### src/rtl/huffman_pkg.sv
// Shared types and constants for the Huffman encoder: sequencer state encoding,
// phase identifiers and the datapath sizing constants used by the engines.
package huffman_pkg;

  typedef enum logic [2:0] {
    ST_IDLE    = 3'd0,
    ST_COUNT   = 3'd1,
    ST_BUILD   = 3'd2,
    ST_CODEGEN = 3'd3,
    ST_ENCODE  = 3'd4,
    ST_ERR     = 3'd5
  } seq_state_t;

  typedef logic [1:0] phase_t;

  localparam phase_t PH_COUNT = 2'd0;
  localparam phase_t PH_TREE  = 2'd1;
  localparam phase_t PH_CGEN  = 2'd2;
  localparam phase_t PH_ENC   = 2'd3;

  localparam int NUM_PHASES  = 4;
  localparam int NUM_SYMBOLS = 128;
  localparam int CNT_W       = 16;
  localparam int TREE_NODES  = 534;

  // Engine phase -> sequencer state that runs it.
  function automatic seq_state_t phase_state(input phase_t ph);
    seq_state_t st;
    case (ph)
      PH_COUNT: st = ST_COUNT;
      PH_TREE:  st = ST_BUILD;
      PH_CGEN:  st = ST_CODEGEN;
      default:  st = ST_ENCODE;
    endcase
    return st;
  endfunction

  // Sequencer state -> phase id reported on a timeout.
  function automatic phase_t state_phase(input seq_state_t st);
    phase_t ph;
    case (st)
      ST_BUILD:   ph = PH_TREE;
      ST_CODEGEN: ph = PH_CGEN;
      ST_ENCODE:  ph = PH_ENC;
      default:    ph = PH_COUNT;
    endcase
    return ph;
  endfunction

  // Successor of a running phase; ENCODE completes back to IDLE.
  function automatic seq_state_t next_phase(input seq_state_t st);
    seq_state_t nx;
    case (st)
      ST_COUNT:   nx = ST_BUILD;
      ST_BUILD:   nx = ST_CODEGEN;
      ST_CODEGEN: nx = ST_ENCODE;
      default:    nx = ST_IDLE;
    endcase
    return nx;
  endfunction

endpackage

### src/rtl/huffman_phase_sequencer_if.sv
// Host and engine handshake bundle of the phase sequencer. The sequencer uses the
// slave view; the host/engine side (or a testbench) uses the master view.
interface huffman_phase_sequencer_if;
  import huffman_pkg::*;

  logic   go;
  logic   abort;
  logic   count_finish;
  logic   build_tree_finish;
  logic   codegen_finish;
  logic   encode_finish;
  logic   count_start;
  logic   build_tree_start;
  logic   codegen_start;
  logic   encode_start;
  logic   busy;
  logic   done;
  logic   error;
  phase_t err_phase;

  modport master (
    output go, abort,
    output count_finish, build_tree_finish, codegen_finish, encode_finish,
    input  count_start, build_tree_start, codegen_start, encode_start,
    input  busy, done, error, err_phase
  );

  modport slave (
    input  go, abort,
    input  count_finish, build_tree_finish, codegen_finish, encode_finish,
    output count_start, build_tree_start, codegen_start, encode_start,
    output busy, done, error, err_phase
  );

endinterface

### src/rtl/phase_watchdog.sv
// Per-phase cycle counter: cleared on phase entry, counts while enabled and flags
// expiry on the last allowed cycle of a phase.
module phase_watchdog #(
  parameter int TIMEOUT_CYC = 4096,
  parameter int TMR_W       = 13
) (
  input  logic clk,
  input  logic reset,
  input  logic clear_i,
  input  logic enable_i,
  output logic expired_o
);

  localparam logic [TMR_W-1:0] LAST_CYC = TMR_W'(TIMEOUT_CYC - 1);

  logic [TMR_W-1:0] timer_q;
  logic [TMR_W-1:0] timer_d;
  logic             at_limit;

  assign at_limit  = (timer_q == LAST_CYC);
  assign expired_o = enable_i && at_limit;

  // Saturate at the limit so a phase stalled by its own finish race cannot wrap.
  always_comb begin
    timer_d = timer_q;
    if (clear_i) begin
      timer_d = '0;
    end else if (enable_i && !at_limit) begin
      timer_d = timer_q + TMR_W'(1);
    end
  end

  always_ff @(posedge clk) begin
    if (!reset) begin
      timer_q <= '0;
    end else begin
      timer_q <= timer_d;
    end
  end

endmodule

### src/rtl/huffman_phase_sequencer.sv
// Top-level Huffman encoder sequencer: walks count -> tree -> codegen -> encode via
// level start / pulse finish handshakes, with a per-phase watchdog and host abort.
module huffman_phase_sequencer
  import huffman_pkg::*;
#(
  parameter int TIMEOUT_CYC = 4096,
  parameter int TMR_W       = 13
) (
  input  logic                       clk,
  input  logic                       reset,
  huffman_phase_sequencer_if.slave   host
);

  seq_state_t state_q;
  seq_state_t state_d;
  phase_t     err_phase_q;
  phase_t     err_phase_d;
  logic       done_q;
  logic       done_d;

  logic [NUM_PHASES-1:0] finish_vec;
  logic [NUM_PHASES-1:0] phase_active;
  logic                  in_phase;
  logic                  cur_finish;
  logic                  wd_clear;
  logic                  wd_expired;

  assign finish_vec = {host.encode_finish, host.codegen_finish,
                       host.build_tree_finish, host.count_finish};

  for (genvar gi = 0; gi < NUM_PHASES; gi++) begin : g_phase
    assign phase_active[gi] = (state_q == phase_state(phase_t'(gi)));
  end

  // Only the running phase's own finish is honoured; the others are masked off.
  assign in_phase   = |phase_active;
  assign cur_finish = |(phase_active & finish_vec);
  assign wd_clear   = (state_d != state_q);

  phase_watchdog #(
    .TIMEOUT_CYC (TIMEOUT_CYC),
    .TMR_W       (TMR_W)
  ) u_watchdog (
    .clk       (clk),
    .reset     (reset),
    .clear_i   (wd_clear),
    .enable_i  (in_phase),
    .expired_o (wd_expired)
  );

  always_ff @(posedge clk) begin
    if (!reset) begin
      state_q     <= ST_IDLE;
      err_phase_q <= PH_COUNT;
      done_q      <= 1'b0;
    end else begin
      state_q     <= state_d;
      err_phase_q <= err_phase_d;
      done_q      <= done_d;
    end
  end

  // Priority inside a phase: abort, then own finish, then watchdog expiry.
  always_comb begin
    state_d     = state_q;
    err_phase_d = err_phase_q;
    done_d      = 1'b0;
    case (state_q)
      ST_IDLE: begin
        if (host.go) begin
          state_d = ST_COUNT;
        end
      end
      ST_COUNT, ST_BUILD, ST_CODEGEN, ST_ENCODE: begin
        if (host.abort) begin
          state_d = ST_IDLE;
        end else if (cur_finish) begin
          state_d = next_phase(state_q);
          done_d  = (state_q == ST_ENCODE);
        end else if (wd_expired) begin
          state_d     = ST_ERR;
          err_phase_d = state_phase(state_q);
        end
      end
      ST_ERR: begin
        if (!host.go && host.abort) begin
          state_d     = ST_IDLE;
          err_phase_d = PH_COUNT;
        end
      end
      default: begin
        state_d     = ST_IDLE;
        err_phase_d = PH_COUNT;
      end
    endcase
  end

  always_comb begin
    host.count_start      = phase_active[PH_COUNT];
    host.build_tree_start = phase_active[PH_TREE];
    host.codegen_start    = phase_active[PH_CGEN];
    host.encode_start     = phase_active[PH_ENC];
    host.busy             = in_phase;
    host.done             = done_q;
    host.error            = (state_q == ST_ERR);
    host.err_phase        = err_phase_q;
  end

endmodule

### src/flat_wrapper.sv
// flat-port wrapper written by rule: the top's interface ports become plain ports
module huffman_phase_sequencer_flat import huffman_pkg::*;
#(
  parameter int TIMEOUT_CYC = 4096,
  parameter int TMR_W       = 13
)
  (clk, reset, host_go, host_abort, host_count_finish, host_build_tree_finish, host_codegen_finish, host_encode_finish, host_count_start, host_build_tree_start, host_codegen_start, host_encode_start, host_busy, host_done, host_error, host_err_phase);
  huffman_phase_sequencer_if host_i ();
  input  logic clk;
  input  logic reset;
  input wire logic [$bits(host_i.go)-1:0] host_go;
  input wire logic [$bits(host_i.abort)-1:0] host_abort;
  input wire logic [$bits(host_i.count_finish)-1:0] host_count_finish;
  input wire logic [$bits(host_i.build_tree_finish)-1:0] host_build_tree_finish;
  input wire logic [$bits(host_i.codegen_finish)-1:0] host_codegen_finish;
  input wire logic [$bits(host_i.encode_finish)-1:0] host_encode_finish;
  output wire logic [$bits(host_i.count_start)-1:0] host_count_start;
  output wire logic [$bits(host_i.build_tree_start)-1:0] host_build_tree_start;
  output wire logic [$bits(host_i.codegen_start)-1:0] host_codegen_start;
  output wire logic [$bits(host_i.encode_start)-1:0] host_encode_start;
  output wire logic [$bits(host_i.busy)-1:0] host_busy;
  output wire logic [$bits(host_i.done)-1:0] host_done;
  output wire logic [$bits(host_i.error)-1:0] host_error;
  output wire logic [$bits(host_i.err_phase)-1:0] host_err_phase;
  assign host_i.go = host_go;
  assign host_i.abort = host_abort;
  assign host_i.count_finish = host_count_finish;
  assign host_i.build_tree_finish = host_build_tree_finish;
  assign host_i.codegen_finish = host_codegen_finish;
  assign host_i.encode_finish = host_encode_finish;
  assign host_count_start = host_i.count_start;
  assign host_build_tree_start = host_i.build_tree_start;
  assign host_codegen_start = host_i.codegen_start;
  assign host_encode_start = host_i.encode_start;
  assign host_busy = host_i.busy;
  assign host_done = host_i.done;
  assign host_error = host_i.error;
  assign host_err_phase = host_i.err_phase;
  huffman_phase_sequencer #(.TIMEOUT_CYC(TIMEOUT_CYC), .TMR_W(TMR_W)) u_core (.clk(clk), .reset(reset), .host(host_i));
endmodule
### config.mk
export PLATFORM = sky130hd
export DESIGN_NAME = huffman_phase_sequencer_flat
export DESIGN_NICKNAME = d
export VERILOG_FILES = /design/src/rtl/huffman_pkg.sv /design/src/rtl/huffman_phase_sequencer_if.sv /design/src/rtl/phase_watchdog.sv /design/src/rtl/huffman_phase_sequencer.sv /design/src/flat_wrapper.sv
export SDC_FILE = /design/constraint.sdc
export NUM_CORES = 1
export LEC_CHECK = 0
export BUFFER_PORTS_ARGS = -buffer_cell sky130_fd_sc_hd__buf_2
export CAP_MARGIN = 20
export CELL_PAD_IN_SITES_DETAIL_PLACEMENT = 0
export CELL_PAD_IN_SITES_GLOBAL_PLACEMENT = 1
export CORE_MARGIN = 2
export CORE_UTILIZATION = 40
export DETAILED_ROUTE_END_ITERATION = 6
export GPL_ROUTABILITY_DRIVEN = 0
export PLACE_DENSITY = 0.76
export SLEW_MARGIN = 20
export SYNTH_ARGS = -nofsm -noshare
export SYNTH_HDL_FRONTEND = slang
export SYNTH_SLANG_ARGS = --single-unit
### constraint.sdc
create_clock -name clk -period 2.6 [get_ports clk]
set_input_delay 0.26 -clock clk [delete_from_list [all_inputs] [get_ports clk]]
set_output_delay 0.26 -clock clk [all_outputs]
set_load 0.03 [all_outputs]
==> metrics <==
status=finished, final reports clean; # fillers=367; Residual DRC=0; post-synthesis mux area share=1.45%; Clk pwr share=27.4%; Clock Tree Root=clkbuf_4; CTS tree=done; post-DR wirelength/cell=14.4 um; cell count after synthesis=155; Crit Path Class=register to register; slew margin rel.=57.2%; Syn. warnings=0; area added between synthesis and finish=7.95%; Crit-path slowest cell=dfxtp_1; Slew @ Worst Pin=0.633 ns; initial antenna violation count=0; post-DP HPWL=2310 um; min Tclk post-route=2.09 ns; Adder-Cell Fraction of Synth Area=0.903%; Main synth FF type=dfxtp_1; Net Switching=0.160 mW; Leak Pwr=0.507 nW; worst min path class=primary input to register; Comb pwr share=17.3%; Worst path top cell family by delay=flip-flops; antenna viol nets, final=0; layout cells sized above 1=28.0%; syn_nets=164; Sequential Power Share=55.3%; Post-Synth XOR/XNOR Area=6.96%; first-pass GRT wire length=5420 um; total length of routed wires=3090 um; TritonRoute pass-1 iters=6; final setup margin=0.510 ns; Setup TNS=0 ns; largest family of logic cells by synthesized area=simple AND/OR/NAND/NOR gates; layout net count=178; # setup viols final=0; Die Y=62.8 um; Netlist Area Pre-Place=1390 um^2; Clk Latency, worst-skew pair=0.30 ns; Pint=0.387 mW; Post-synth EDFFs=0; Worst Path Arrival=2.29 ns; Pins Over Slew Limit=0; Layout Skew=0.0105 ns; total power=0.547 mW; ys async rst share=0%; initial core utilization=41.5%; sw frac=29.2%; total core area=3340 um^2; critical path buffer and inverter count=1; Max clock buf depth=2; # resized after CTS=0; Worst Path Required=2.80 ns; Hold Fails Final Rpt=0; Pwr per Cell Area=366 nW/um^2; mean post-synth cell area=8.94 um^2; slowest stage delay, CP=0.65 ns; crit end category=register; post-synthesis compound-gate area fraction=14.8%; drt via density=5.72; RSZ-0062 raised after global routing=no; Max Cap Violations=0; Simple-Gate Fraction of Synth Area=41.3%; CP Cell Sequence=and2b_4 -> a32oi_2 -> o211a_1 -> a21oi_1 -> buf_4 -> nor4_1; Port Buffers=16; pre-CTS setup slack=0.546 ns; Core Rows=21; total number of vias=1225; GRT overflow=0; Total GRT Usage=16.8%; sequential-to-total area share from yosys stat=27.5%; setup repair bufs after CTS=0; critical path fanouts, max=15; clock slew at reported path FFs=0.11 ns; Peak VDD IR=0.245 mV; Die X=62.8 um; IO Pins=17; fin crit share=80.4%; crit start category=register; largest net degree at the start of global routing=17; Initial DRC Count=33; CTS H-Tree Depth=1; Synth cell types=53; die area=3950 um^2; final core occ=44.8%; Inserted Diodes=0; FF+latch count, synth=19; Max Fclk=479 MHz; CTS Hold Bufs=0; CTS Buf Count=3; clk sinks=19; vias in the first global route=1212
[worst register-to-register path, stage by stage (launching register included)]
cell	delay [ns]
dfxtp_1	0.65
and2b_4	0.27
a32oi_2	0.32
o211a_1	0.20
a21oi_1	0.06
buf_4	0.23
nor4_1	0.27
[through the flow]
step | instances | hold slack (ns) | cell area [um^2]
CTS | 214 | 0.226 | 1500
finish | 214 | 0.232 | 1500
detailed placement | 210 | 0.494 | 1470
floorplan | 155 | 0.417 | 1390
global route | 214 | 0.228 | 1500
global placement | 210 | 0.475 | 1470
[power groups by stage]
stage                     combinational [mW]  sequential [mW]  clock (mW)
after floorplan                       0.0719            0.309           0
after global placement                0.0936            0.309           0
after detailed placement              0.0946            0.309           0
after CTS                             0.0948            0.302       0.158
after global routing                   0.103            0.303       0.171
final                                 0.0946            0.303       0.150
[Yosys cell counts, types with 2 or more instances]
cell	count	area, um^2
xnor2_1	8	70.1
a21o_1	2	15.0
buf_2	4	20.0
nand4_1	5	31.3
nand3_1	8	40.0
xor2_1	3	26.3
and2_1	5	31.3
and4_1	4	35.0
a21oi_1	5	25.0
nor2b_1	2	12.5
mux2i_1	2	20.0
nand2_1	9	33.8
and3_1	2	12.5
nor4_2	10	125
a31oi_1	3	18.8
nor2_1	7	26.3
dfxtp_1	19	380
buf_6	4	45.0
nor4_1	4	25.0
inv_1	5	18.8
o21ai_0	3	15.0
nor3_1	8	40.0
o211ai_1	2	15.0
a221oi_1	2	17.5
[layout by cell type (no fill, tap or decap), types with 3 or more instances in the layout]
cell      netlist  routed
and4_1          4       4
nand2_1         9       9
a31oi_1         3       3
xnor2_1         8       8
a21oi_1         5       5
nor2_1          7       7
nor4_1          4       4
buf_2           4      16
inv_1           5       5
buf_4           1       3
and2_1          5       5
nor3_1          8       8
nor4_2         10      10
dfxtp_1        19      19
o21ai_0         3       3
nand3_1         8       8
clkbuf_4        0       3
xor2_1          3       3
nand4_1         5       5
[logic make-up after synthesis]
logic type                 Yosys count
buffers and inverters               16
adders and majority gates            1
AOI/OAI and AO/OA                   26
and+or+nand+nor                     80
DFF                                 19
xor gates and xnor gates            11
muxes                                2
[cell type report]
cell class	instances	area (um^2)	share of cell area [%]
Timing Repair Buffer	19	103	6.86
Tap cell	46	57.6	3.85
Inverter	6	22.5	1.51
Multi-Input combinational cell	120	906	60.6
Sequential cell	19	380	25.4
Clock buffer	4	26.3	1.76
[final timing paths]
path | start | cells past startpoint | end | slack (ns)
worst max-delay path | u_core.state_q[2]$_SDFF_PN0_ | 6 | u_core.u_watchdog.timer_q[2]$_SDFFE_PP0P_ | 0.51
worst min-delay path | reset | 3 | u_core.state_q[1]$_SDFF_PN0_ | 0.23
worst max register to register | u_core.state_q[2]$_SDFF_PN0_ | 6 | u_core.u_watchdog.timer_q[2]$_SDFFE_PP0P_ | 0.51
worst min register to register | u_core.u_watchdog.timer_q[12]$_SDFFE_PP0P_ | 2 | u_core.u_watchdog.timer_q[12]$_SDFFE_PP0P_ | 0.51
[flip-flops by register name, summed over array words and instances (netlist names)]
name	cells
u_core.host.err_phase	2
u_core.u_watchdog.timer_q	13
u_core.state_q	3
u_core.host.done	1
[metal layers]
| layer | up-vias | part of all wire (%) | global-route usage [%] |
|---|---|---|---|
| li1 | 608 | - | - |
| met3 | 4 | 4.1 | 4.14 |
| met1 | 592 | 46 | 20.4 |
| met5 | - | 0 | 0 |
| met4 | 0 | 0.87 | 3.89 |
| met2 | 21 | 49 | 29.8 |
Power figures use the tool's default switching activity.
